## src/rtl/regs.sv

```systemverilog
// 32 x 32-bit RISC-V register file with a one-entry write-back register,
// two bypassed combinational decode read ports and a registered debug port.
module regs #(
  parameter int REG_NUM = 32,
  parameter int DATA_W  = 32,
  localparam int AW     = $clog2(REG_NUM)
) (
  input  logic              clk,
  input  logic              rst,
  input  logic [AW-1:0]     rd_addr_i,
  input  logic [DATA_W-1:0] rd_data_i,
  input  logic              rd_wen_i,
  input  logic [AW-1:0]     reg1_raddr_i,
  input  logic [AW-1:0]     reg2_raddr_i,
  output logic [DATA_W-1:0] reg1_rdata_o,
  output logic [DATA_W-1:0] reg2_rdata_o,
  input  logic [AW-1:0]     dbg_raddr_i,
  output logic [DATA_W-1:0] dbg_rdata_o,
  output logic              wb_pending_o
);

  logic [DATA_W-1:0] reg_array [REG_NUM];
  logic              wb_valid;
  logic [AW-1:0]     wb_addr;
  logic [DATA_W-1:0] wb_data;
  logic              capture;
  logic [DATA_W-1:0] arr1, arr2, arr_dbg;
  logic [DATA_W-1:0] dbg_next;

  assign capture = rd_wen_i && (rd_addr_i != '0);

  // Newest-value selection: x0, then the ex write this cycle, then the
  // write-back register, and only then the committed array contents.
  function automatic logic [DATA_W-1:0] newest(
    input logic [AW-1:0]     addr,
    input logic [DATA_W-1:0] arr_val,
    input logic              ex_wen,
    input logic [AW-1:0]     ex_addr,
    input logic [DATA_W-1:0] ex_data,
    input logic              wbv,
    input logic [AW-1:0]     wba,
    input logic [DATA_W-1:0] wbd
  );
    if (addr == '0)
      return '0;
    else if (ex_wen && ex_addr == addr)
      return ex_data;
    else if (wbv && wba == addr)
      return wbd;
    else
      return arr_val;
  endfunction

  assign arr1    = reg_array[reg1_raddr_i];
  assign arr2    = reg_array[reg2_raddr_i];
  assign arr_dbg = reg_array[dbg_raddr_i];

  always_comb begin
    reg1_rdata_o = newest(reg1_raddr_i, arr1, rd_wen_i, rd_addr_i, rd_data_i,
                          wb_valid, wb_addr, wb_data);
    reg2_rdata_o = newest(reg2_raddr_i, arr2, rd_wen_i, rd_addr_i, rd_data_i,
                          wb_valid, wb_addr, wb_data);
    dbg_next     = newest(dbg_raddr_i, arr_dbg, rd_wen_i, rd_addr_i, rd_data_i,
                          wb_valid, wb_addr, wb_data);
  end

  // Capture and commit share an edge; the older entry always commits first,
  // so same-address back-to-back writes retire in program order.
  always_ff @(posedge clk or posedge rst) begin
    if (rst) begin
      for (int i = 0; i < REG_NUM; i++)
        reg_array[i] <= '0;
      wb_valid    <= 1'b0;
      wb_addr     <= '0;
      wb_data     <= '0;
      dbg_rdata_o <= '0;
    end else begin
      wb_valid <= capture;
      if (capture) begin
        wb_addr <= rd_addr_i;
        wb_data <= rd_data_i;
      end
      if (wb_valid)
        reg_array[wb_addr] <= wb_data;
      dbg_rdata_o <= dbg_next;
    end
  end

  assign wb_pending_o = wb_valid;

endmodule

```

## config.mk

```make
export PLATFORM = sky130hd
export DESIGN_NAME = regs
export DESIGN_NICKNAME = d
export VERILOG_FILES = /design/src/rtl/regs.sv
export SDC_FILE = /design/constraint.sdc
export NUM_CORES = 2
export LEC_CHECK = 0
export ABC_CLOCK_PERIOD_IN_PS = 42700
export BUFFER_PORTS_ARGS = -buffer_cell sky130_fd_sc_hd__buf_4
export CAP_MARGIN = 20
export CORE_MARGIN = 1.5
export CORE_UTILIZATION = 64
export CTS_BUF_LIST = sky130_fd_sc_hd__clkbuf_16
export DETAILED_ROUTE_END_ITERATION = 10
export PLACE_DENSITY = 0.85
export SLEW_MARGIN = 20
export SYNTH_ARGS = -nofsm -noshare
export SYNTH_HDL_FRONTEND = slang
export SYNTH_SLANG_ARGS = --single-unit
```

## constraint.sdc

```tcl
create_clock -name clk -period 42.7 [get_ports clk]
set_input_delay 2.135 -clock clk [delete_from_list [all_inputs] [get_ports clk]]
set_output_delay 2.135 -clock clk [all_outputs]
set_load 0.1 [all_outputs]
```

; ---- Word-level counts from Yosys, hierarchy flattened
; Index checks and enable logic that the tools add are counted.
[totals]
ff_bits = 1094
in_bits = 55
output_inout_bits = 97
wordCells = 84
[classes]
n_lt_le_gt_ge = 5
eq_ne = 6
n_mux = 21
n_bitwise = 4
reduce_logical = 12
[ops]
columns = cell, n
row1 = 1024-bit bitwise mux, 1
row2 = 32-bit 2-to-1 mux, 16
row3 = 32-bit binary-select mux with 5-bit select, 3
row4 = 32-bit demux with 5-bit select, 1
row5 = 5-bit equality test, 6
row6 = 6-bit >= comparator (second input constant), 4
row7 = 5-bit NOT with 6-bit output, 4
row8 = 5-bit logical NOT, 3
row9 = 1-bit logical AND, 8
row10 = 6-bit by 1-bit less-than comparator with 1-bit output (second input constant), 1
row11 = 5-bit nonzero test, 1

; ---- Logic depth before layout (Yosys ltp)
[depth]
word_depth = 7
depth_mapped = 10
depth_no_buf = 5

; ---- Least setup slack after synthesis
; No wires, ideal clock.
[synth_path]
kind = in2out
from = in reg2_raddr_i[3]
to = out reg2_rdata_o[30]
arrival_ps = 5762
required_time_ps = 40565
path_slack_ps = 34803
path_stages = 8
path_buffers = 3
cell_sequence = clkbuf_1 -> xor2_1 -> nor4_1 -> and3_1 -> clkbuf_1 -> clkbuf_1 -> nor3_1 -> o31ai_1
[synth_between]
elab_chain_cells = 7
elab_cells_between_ends = 12
classes_between = eq/ne (2) / mux (6) / bitwise (1) / reduce/logical (3)
[synth_lines]
columns = element, line_no
row1 = start: declaration, 14  ; input logic [AW-1:0] reg2_raddr_i,
row2 = 5-bit NOT with 6-bit output (not written as such), 55  ; assign arr2 = reg_array[reg2_raddr_i];
row3 = 32-bit binary-select mux with 5-bit select, 55
row4 = 32-bit 2-to-1 mux (not written as such) (2 in series), 55
row5 = 32-bit 2-to-1 mux, 48  ; else if (wbv && wba == addr)
row6 = 32-bit 2-to-1 mux, 46  ; else if (ex_wen && ex_addr == addr)
row7 = 32-bit 2-to-1 mux *, 44  ; if (addr == '0)
row8 = end: declaration, 16  ; output logic [DATA_W-1:0] reg2_rdata_o,
; Mark *: on every way between the ends. The rest lies on a longest branch, timed or not. The select of a mux whose other input is x is not followed.

; ---- Worst setup path in the final report
[layout_path]
from = in reg1_raddr_i[1]
to = out reg1_rdata_o[23]
[layout_between]
elab_chain_cells = 7
elab_cells_between_ends = 12
classes_between = eq/ne (2) / mux (6) / bitwise (1) / reduce/logical (3)
[layout_lines]
columns = element, line_no
row1 = start: declaration, 13  ; input logic [AW-1:0] reg1_raddr_i,
row2 = 5-bit NOT with 6-bit output (not written as such), 54  ; assign arr1 = reg_array[reg1_raddr_i];
row3 = 32-bit binary-select mux with 5-bit select, 54
row4 = 32-bit 2-to-1 mux (not written as such) (2 in series), 54
row5 = 32-bit 2-to-1 mux, 48
row6 = 32-bit 2-to-1 mux, 46
row7 = 32-bit 2-to-1 mux *, 44
row8 = end: declaration, 15  ; output logic [DATA_W-1:0] reg1_rdata_o,
; Marks and branches as above.

==> impl_metrics.env <==
export IMPL_setup_tns_ns=0
export IMPL_fp_dieW_um=326
export IMPL_hpwlAfterDp_um=133000
export IMPL_path_max_fanout=121
export IMPL_syn_inst=4820
export IMPL_power_density_mw_per_mm2=51.8
export IMPL_met2_usage_pct=60.8
export IMPL_coreArea_sq_mm=0.103
export IMPL_swShare_pct=34.0
export IMPL_grt_pass1_vias=51000
export IMPL_whs_ns=0.531
export IMPL_postCtsHoldBufs=0
export IMPL_ant_nets=0
export IMPL_combPwrFrac_pct=30.0
export IMPL_cts_buffers=115
export IMPL_syn_avg_cell_area_sq_um=13.9
export IMPL_first_pass_iters=8
export IMPL_fin_crit_ns=9.45
export IMPL_track_usage_pct=45.1
export IMPL_synth_flop_cell="dfrtp_1"
export IMPL_drv_slew=0
export IMPL_synth_edf_count=0
export IMPL_pin_count=152
export IMPL_met3_usage_pct=21.7
export IMPL_wl_um=241000
export IMPL_wl_per_cell_um=39.4
export IMPL_area_growth_pct=8.32
export IMPL_status="completed"
export IMPL_finClkSkew_ns=0.0321
export IMPL_htree_levels=3
export IMPL_cts_tree="yes"
export IMPL_critPathSlowestCell="nand3b_1"
export IMPL_leakagePower_nw=31.3
export IMPL_ys_seq_elements=1094
export IMPL_start_kind="input pin"
export IMPL_clockPowerShare_pct=27.2
export IMPL_fin_crit_sh_pct=22.1
export IMPL_fin_total_pwr_mw=3.75
export IMPL_synthDistinctLibCells=48
export IMPL_fin_nets=4688
export IMPL_cts_setup_buffers=0
export IMPL_drt_initial_drc_count=8617
export IMPL_die_h_um=326
export IMPL_grt_pass1_wl_um=349000
export IMPL_critPathCaptureType="primary output"
export IMPL_post_cts_resized=0
export IMPL_cap_violations=0
export IMPL_intPower_mw=2.47
export IMPL_gr_total_overflow=0
export IMPL_io_buffers=151
export IMPL_grt_max_degree=176
export IMPL_clkLatencyLatePin_ns=0.73
export IMPL_viasPerCell=8.41
export IMPL_hold_viol_final=0
export IMPL_hp_class="reg2reg"
export IMPL_grt_antenna_before_repair=6
export IMPL_crit_chain="buf_8 > buf_12 > nand3b_1 > buf_4 > o221ai_1 > a221oi_1 > nor4_1 > a221o_1 > buf_4"
export IMPL_rsz0062_at_grt="no"
export IMPL_yosysSeqAreaShare_pct=41.0
export IMPL_numClockSinks=1094
export IMPL_max_stage_delay_ns=1.10
export IMPL_cts_root_buf="clkbuf_16"
export IMPL_gp_congestion=0.919
export IMPL_pwr_share_seq_pct=42.8
export IMPL_power_switching_mw=1.28
export IMPL_yosys_warnings=0
export IMPL_fill_cells=6571
export IMPL_grtUsageMet1_pct=56.3
export IMPL_syn_area_sq_mm=0.0668
export IMPL_drive_above_1_share_pct=48.5
export IMPL_crit_top_cell="buf_4"
export IMPL_setup_viol=0
export IMPL_route_detailed_drc=0
export IMPL_top_usage_layer="met2"
export IMPL_clkTransAtPathRegs_ns=0.06
export IMPL_ir_worst_vdd_uv=35.6
export IMPL_fmax_mhz=106
export IMPL_tightest_slew_ns=1.28
export IMPL_cp_data_required_time_ns=40.56
export IMPL_max_slew_margin_pct=14.1
export IMPL_start_util_pct=64.5
export IMPL_die_area_sq_mm=0.106
export IMPL_synth_async_reset_ratio_pct=100
export IMPL_cts_buffer_depth=3
export IMPL_worst_setup_path_type="in2out"
export IMPL_synthesis_nets=4875
export IMPL_critPathArrivalTime_ns=7.31
export IMPL_vias=51400
export IMPL_rows=118
[power groups by stage]
stage,combinational [mW],clock [mW],sequential (mW)
2_1_floorplan,0.865,0,1.53
3_3_place_gp,1.06,0,1.56
3_5_place_dp,1.09,0,1.59
4_1_cts,1.10,1.02,1.58
5_1_grt,1.17,1.06,1.63
6_report,1.13,1.02,1.60
[registers in the layout (all words and copies together) (netlist names)]
name          flops
reg_array      1024
wb_data          32
wb_addr           5
dbg_rdata_o      32
wb_pending_o      1
[per-stage QoR]
stage               std cells  cell area, sq um  util [%]  worst slack (ns)
detailed placement       5891             68400      66.1             33.58
CTS                      6104             72200      69.8             33.59
global route             6110             72300      69.9             33.25
global placement         5890             68400      66.1             33.57
floorplan                4820             66800         -              9.76
finish                   6112             72300      69.9             33.25
[final timing paths]
kind | slack [ns] | startpoint | cells past startpoint | to
max | 33.25 | reg1_raddr_i[1] | 9 | reg1_rdata_o[23]
min | 0.53 | reg_array[765] | 2 | reg_array[765]
max reg2reg | 39.36 | wb_addr[4] | 4 | reg_array[453]
min reg2reg | 0.53 | reg_array[765] | 2 | reg_array[765]
max in group asynchronous | 37.93 | rst | 5 | wb_data[12]
min in group asynchronous | 1.59 | rst | 2 | reg_array[315]
[layer usage]
| metal | wire length (um) | vias to the layer above | share of wire, % |
|---|---|---|---|
| li1 | - | 18800 | - |
| met1 | 78500 | 26000 | 33 |
| met2 | 97800 | 5094 | 41 |
| met3 | 42300 | 1506 | 18 |
| met4 | 21900 | 16 | 9.1 |
| met5 | 306 | - | 0.13 |
[cell usage in the layout (no fill, tap or decap), drive strengths merged, types with 47 or more instances in the layout]
master	Yosys	layout
mux2	1159	1159
dfrtp	1094	1094
mux4	583	583
mux2i	289	289
buf	256	278
nand2	256	256
o221ai	144	144
clkbuf	326	117
a221oi	88	88
a211oi	79	79
a221o	76	76
nor4	75	75
a22o	63	63
a22oi	51	51
clkinv	1	47
[critical path, delay by kind of cell]
kind | cells | cell delay [ns]
AND/OR/NAND/NOR | 2 | 2.10
buffers and inverters | 4 | 2.36
AO/OA/AOI/OAI | 3 | 0.57
[cell families (layout without fill, tap and decap cells)]
group | after synthesis | after routing | synth area share (%)
other | 0 | 3 | 0
multiplexers | 2031 | 2031 | 43.6
AND/OR/NAND/NOR | 461 | 461 | 3.33
XOR/XNOR | 30 | 30 | 0.394
buffers and inverters | 590 | 499 | 3.87
AO/OA/AOI/OAI | 614 | 614 | 7.85
flip-flops | 1094 | 1094 | 41.0
[layout make-up]
type | instances | area (sq um) | share of cell area, %
clock buffer | 117 | 2930 | 4.05
timing repair buffer | 278 | 2270 | 3.14
sequential | 1094 | 27400 | 37.9
multi-input combinational | 3136 | 37100 | 51.3
antenna | 3 | 7.51 | 0.0104
tap | 1380 | 1730 | 2.39
inverter | 8 | 37.5 | 0.0519
clock inverter | 96 | 822 | 1.14
[synthesized netlist by cell type, types with 68 or more instances]
cell | count | area share [%]
a211oi_1 | 79 | 0.89
mux2_2 | 1159 | 20
mux4_2 | 583 | 20
dfrtp_1 | 1094 | 41
o221ai_1 | 144 | 1.9
mux2i_1 | 289 | 4.3
a221o_1 | 76 | 1.1
nand2_1 | 256 | 1.4
clkbuf_1 | 326 | 1.8
a221oi_1 | 68 | 0.89
nor4_1 | 75 | 0.70
buf_2 | 182 | 1.4
Note: power is estimated with default switching activity, not from simulation.
